===== src/rtl/skinny_masked_pkg.sv =====
// Shared types and constants for the serial masked Skinny-64 datapath.
// The S-box constant is packed so that SKINNY_SBOX[x] is the image of nibble x.
package skinny_masked_pkg;
    localparam int SECURITY_ORDER = 4;
    localparam int NIBBLES        = 16;
    localparam int SBOX_LATENCY   = 8;
    localparam int FRESH_W        = 170;
    localparam int STATE_W        = 64;

    typedef enum logic [1:0] {IDLE, ISSUE, WAIT, DONE} sched_state_t;

    localparam logic [15:0][3:0] SKINNY_SBOX = 64'hF7E4D583B2A1096C;

    // Nibble n of one 64-bit share.
    function automatic logic [3:0] share_nibble(input logic [STATE_W-1:0] share,
                                                input int unsigned n);
        return share[4*n +: 4];
    endfunction
endpackage


===== src/rtl/sbox_wait_counter.sv =====
// Loadable down-counter that times the fixed S-box core latency.
// It saturates at zero so a late decrement never wraps.
module sbox_wait_counter #(
    parameter int W = 3
) (
    input  logic         clk,
    input  logic         rst,
    input  logic         load,
    input  logic [W-1:0] load_val,
    input  logic         dec,
    output logic         zero
);
    logic [W-1:0] cnt;

    always_ff @(posedge clk) begin
        if (rst)
            cnt <= '0;
        else if (load)
            cnt <= load_val;
        else if (dec && cnt != '0)
            cnt <= cnt - 1'b1;
    end

    assign zero = (cnt == '0);
endmodule


===== src/rtl/skinny_sbox_layer_sched.sv =====
// Time-shares one masked S-box core over all nibbles of a (d+1)-share state.
// Core inputs are held in registers so they stay stable for the whole latency window.
module skinny_sbox_layer_sched
    import skinny_masked_pkg::*;
#(
    parameter int SECURITY_ORDER = skinny_masked_pkg::SECURITY_ORDER,
    parameter int NIBBLES        = skinny_masked_pkg::NIBBLES,
    parameter int SBOX_LATENCY   = skinny_masked_pkg::SBOX_LATENCY,
    parameter int FRESH_W        = skinny_masked_pkg::FRESH_W
) (
    input  logic                             clk,
    input  logic                             rst,
    input  logic                             start,
    input  logic [(SECURITY_ORDER+1)*64-1:0] state_in,
    input  logic                             rnd_valid,
    input  logic [FRESH_W-1:0]               rnd_in,
    output logic                             rnd_ready,
    output logic [(SECURITY_ORDER+1)*4-1:0]  sbox_in,
    output logic [FRESH_W-1:0]               sbox_fresh,
    input  logic [(SECURITY_ORDER+1)*4-1:0]  sbox_out,
    output logic [(SECURITY_ORDER+1)*64-1:0] state_out,
    output logic                             busy,
    output logic                             done
);
    localparam int SHARES = SECURITY_ORDER + 1;
    localparam int CW     = (SBOX_LATENCY > 1) ? $clog2(SBOX_LATENCY) : 1;
    localparam int NW     = (NIBBLES > 1) ? $clog2(NIBBLES) : 1;

    sched_state_t         state, state_nx;
    logic [SHARES*64-1:0] work, result;
    logic [NW-1:0]        n;
    logic [SHARES*4-1:0]  issue_nib;
    logic                 issue_fire, capture, last, cnt_zero;

    sbox_wait_counter #(.W(CW)) u_wait_cnt (
        .clk      (clk),
        .rst      (rst),
        .load     (issue_fire),
        .load_val (CW'(SBOX_LATENCY - 1)),
        .dec      (state == WAIT),
        .zero     (cnt_zero)
    );

    assign last = (n == NW'(NIBBLES - 1));

    always_comb begin
        issue_nib = '0;
        for (int s = 0; s < SHARES; s++)
            issue_nib[s*4 +: 4] = share_nibble(work[s*64 +: 64], int'(n));
    end

    always_comb begin
        state_nx   = state;
        issue_fire = 1'b0;
        capture    = 1'b0;
        case (state)
            IDLE:  if (start) state_nx = ISSUE;
            ISSUE: if (rnd_valid) begin
                issue_fire = 1'b1;
                state_nx   = WAIT;
            end
            WAIT:  if (cnt_zero) begin
                capture  = 1'b1;
                state_nx = last ? DONE : ISSUE;
            end
            DONE:  state_nx = IDLE;
            default: state_nx = IDLE;
        endcase
    end

    always_ff @(posedge clk) begin
        if (rst) begin
            state      <= IDLE;
            work       <= '0;
            result     <= '0;
            n          <= '0;
            sbox_in    <= '0;
            sbox_fresh <= '0;
        end else begin
            state <= state_nx;
            if (state == IDLE && start) begin
                work <= state_in;
                n    <= '0;
            end
            // Fresh randomness is taken once per nibble, never reused.
            if (issue_fire) begin
                sbox_in    <= issue_nib;
                sbox_fresh <= rnd_in;
            end else if (state == DONE) begin
                sbox_in    <= '0;
                sbox_fresh <= '0;
            end
            if (capture) begin
                for (int s = 0; s < SHARES; s++)
                    result[s*64 + 4*int'(n) +: 4] <= sbox_out[s*4 +: 4];
                if (!last)
                    n <= n + 1'b1;
            end
        end
    end

    assign rnd_ready = issue_fire;
    assign busy      = (state == ISSUE) || (state == WAIT);
    assign done      = (state == DONE);
    assign state_out = result;
endmodule


===== config.mk =====
export PLATFORM = sky130hd
export DESIGN_NAME = skinny_sbox_layer_sched
export DESIGN_NICKNAME = d
export VERILOG_FILES = /design/src/rtl/skinny_masked_pkg.sv /design/src/rtl/sbox_wait_counter.sv /design/src/rtl/skinny_sbox_layer_sched.sv
export SDC_FILE = /design/constraint.sdc
export NUM_CORES = 2
export LEC_CHECK = 0
export ABC_CLOCK_PERIOD_IN_PS = 6200
export CORE_AREA = 2 2 397 399
export CTS_CLUSTER_DIAMETER = 150
export CTS_CLUSTER_SIZE = 10
export DETAILED_ROUTE_END_ITERATION = 8
export DIE_AREA = 0 0 399 401
export GPL_ROUTABILITY_DRIVEN = 0
export PLACE_DENSITY_LB_ADDON = 0.12
export SYNTH_ARGS = -nofsm -noshare
export SYNTH_HDL_FRONTEND = slang
export SYNTH_SLANG_ARGS = --single-unit

===== constraint.sdc =====
create_clock -name clk -period 6.2 [get_ports clk]
set_input_delay 1.86 -clock clk [delete_from_list [all_inputs] [get_ports clk]]
set_output_delay 1.86 -clock clk [all_outputs]
set_load 0.03 [all_outputs]

==> impl_metrics.py <==
metrics = {
    "route": {
        "post_drt_via_cell_ratio": 5.14,
        "final_antenna_net_count": 0,
        "drt-pass1-iter-count": 6,
        "drt_iter0_markers": 2955,
        "detailroute.via_count": 38192,
        "post_drt_wl_per_cell_um": 27.4,
        "drt_wl_total_um": 204000,
        "route.detailed.drc": 0,
    },
    "timing": {
        "timing.hold.ws_ps": 450,
        "timing.final.setup_violations": 0,
        "period_needed_ps": 4670,
        "final-hold-violation-count": 0,
        "tightest_slew_margin_relative_to_the_limit_pct": 14.5,
        "timing.final.max_slew_violations": 0,
        "finalWorstSetupSlack_ps": 1530,
        "worst_pin_slew_ps": 1280,
        "timing.fmax_mhz": 214,
        "grt_setup_unrepaired": "false",
        "final.setup_skew_ps": 56.3,
        "final_min_period_over_clock_period_pct": 75.4,
        "timing.setup.tns_ps": 0,
    },
    "critical_path": {
        "worstSetupEndpointType": "primary output",
        "path_max_fanout": 82,
        "worst_ep_required_time_ps": 4340,
        "critical_path_data_arrival_time_ps": 2810,
        "critical_path.startpoint_type": "register",
        "crit_type": "reg2out",
    },
    "synth": {
        "dominantRegCellSynth": "dfxtp_1",
        "syn-instance-count": 4543,
        "synth_most_common_cell": "nand2_1",
        "synth_fp_nets": 5072,
        "synth.yosys.warnings": 0,
        "synthDominantCellAreaShare_pct": 45.1,
        "yosys_register_bits": 839,
        "async_flop_share_pct": 0,
        "ys_seq_area_share_pct": 45.1,
        "total_standard_cell_area_after_synthesis_sq_um": 37300,
        "synth.avg_cell_area_sq_um": 8.20,
        "netlist_top_cells_area": "dfxtp_1 (45%), nand2_1 (10%), a21oi_1 (9.2%)",
        "count_of_flip_flops_with_a_built_in_enable_after_synthesis": 0,
        "yosysTopAreaCell": "dfxtp_1",
        "post_synth_most_frequent_cells": "nand2_1 (1030), dfxtp_1 (839), a21oi_1 (684), nor2_1 (319), clkbuf_1 (312)",
        "ys_types": 89,
    },
    "floorplan": {
        "row_count": 145,
        "dieHeight_um": 401,
        "die_area_sq_um": 160000,
        "top_level_ports": 1027,
        "initial_core_util_pct": 23.9,
        "die_w_um": 399,
        "core_region_area_sq_um": 156000,
    },
    "cts": {
        "post_cts_resized": 0,
        "htreeDepth": 3,
        "ctsHoldBuffers": 0,
        "tritoncts.num_buffers": 93,
        "clock_latency_ps": 740,
        "tritoncts_num_sinks": 839,
        "post-cts-setup-buffers": 0,
        "tritoncts": "done",
        "cts.root.buffer_cell": "clkbuf_16",
        "clkTransAtPathRegs_ps": 60,
        "clockBufferDepth": 3,
    },
    "place": {
        "detailedPlacementHpwl_um": 149000,
        "placedCellCount": 7315,
        "placed_cell_area_sq_um": 49300,
        "port_buffers": 1026,
        "post-place-ws_ps": 1540,
    },
    "grt": {
        "antenna_violations_before_repair": 43,
        "total_global_routing_track_utilization_pct": 24.3,
        "globalRoute.totalOverflow": 0,
        "grt_start_max_net_pins": 178,
        "wire_length_of_the_first_global_routing_pass_um": 283000,
        "first_global_vias": 37019,
    },
    "finish": {
        "final_cell_area_sq_um": 51900,
        "layout-drive-gt1-share_pct": 6.32,
        "area_growth_syn_to_layout_pct": 39.3,
        "final_cell_count_no_fill": 7433,
        "post-route-util_pct": 33.3,
        "post_layout_nets": 5881,
    },
    "power": {
        "power-per-cell-area_nw_per_um2": 298,
        "power_leakage_nw": 17.4,
        "design_power_total_mw": 15.5,
        "ir_worst_vdd_mv": 0.240,
    },
    "status": {
        "status": "completed",
    },
    "worst_hold_path": {
        "hold_path_class": "reg2reg",
    },
    "run": {
        "maxCapViolations": 0,
    },
}
## layout by cell type (no fill, tap or decap), types with 50 or more instances in the layout
master / instances
nand3_1: 109
clkbuf_16: 93
a211oi_1: 56
a22o_1: 50
mux4_2: 80
o21ai_0: 122
nor3_1: 65
clkdlybuf4s50_1: 1023
nand3b_1: 175
dfxtp_1: 836
nor2_1: 319
nand2_1: 1028
a22oi_1: 62
buf_4: 77
a21oi_1: 684
## critical path, cell delays in order (launching register included)
cell and delay (ps):
dfxtp_1 460, ha_4 750, clkdlybuf4s50_1 820
## cell families (layout without fill, tap and decap cells)
family	count (synthesis)	count (layout)	synth area share (%)
simple gates	1907	1907	23.6
flops	839	839	45.1
buf+inv	419	1236	4.53
compound gates	1235	1235	20.2
mux	125	125	6.04
xor+xnor	3	3	0.0705
other cells	0	15	0
fa+ha+maj	15	15	0.504
## flip-flops by register name, indices dropped and copies added (netlist names)
name            cells
state_out         320
work              320
sbox_fresh        170
sbox_in            20
n                   4
u_wait_cnt.cnt      3
state               2
## worst paths after layout
kind	from	end	slack, ps	cells after the start
hold / removal	work[73]	work[73]	450	2
hold reg to reg	work[73]	work[73]	450	2
setup reg to reg	n[0]	state_out[66]	1950	8
setup / recovery	state[0]	done	1530	2
## layer usage
metal / GRT usage (%) / vias to the layer above / routed length, um
li1: - / 17645 / -
met3: 6.92 / 328 / 17000
met2: 39.9 / 1536 / 95500
met5: 0 / - / 177
met4: 8.61 / 28 / 7180
met1: 30.0 / 18655 / 83600
## power breakdown
part	internal [mW]	switching, mW
logic	1.45	2.71
clock network	2.68	2.44
registers	5.90	0.285
total	10.0	5.43
## final cells by class
| class | count | area [sq um] |
|---|---|---|
| well taps | 2058 | 2570 |
| clock buffers | 96 | 2340 |
| repair buffers | 1112 | 11000 |
| clock inverters | 7 | 180 |
| inverters | 21 | 81.3 |
| multi-input cells | 3285 | 18800 |
| diodes | 15 | 37.5 |
| fillers | 16582 | 104000 |
| flip-flops and latches | 839 | 16800 |
Power figures use the tool's default switching activity.
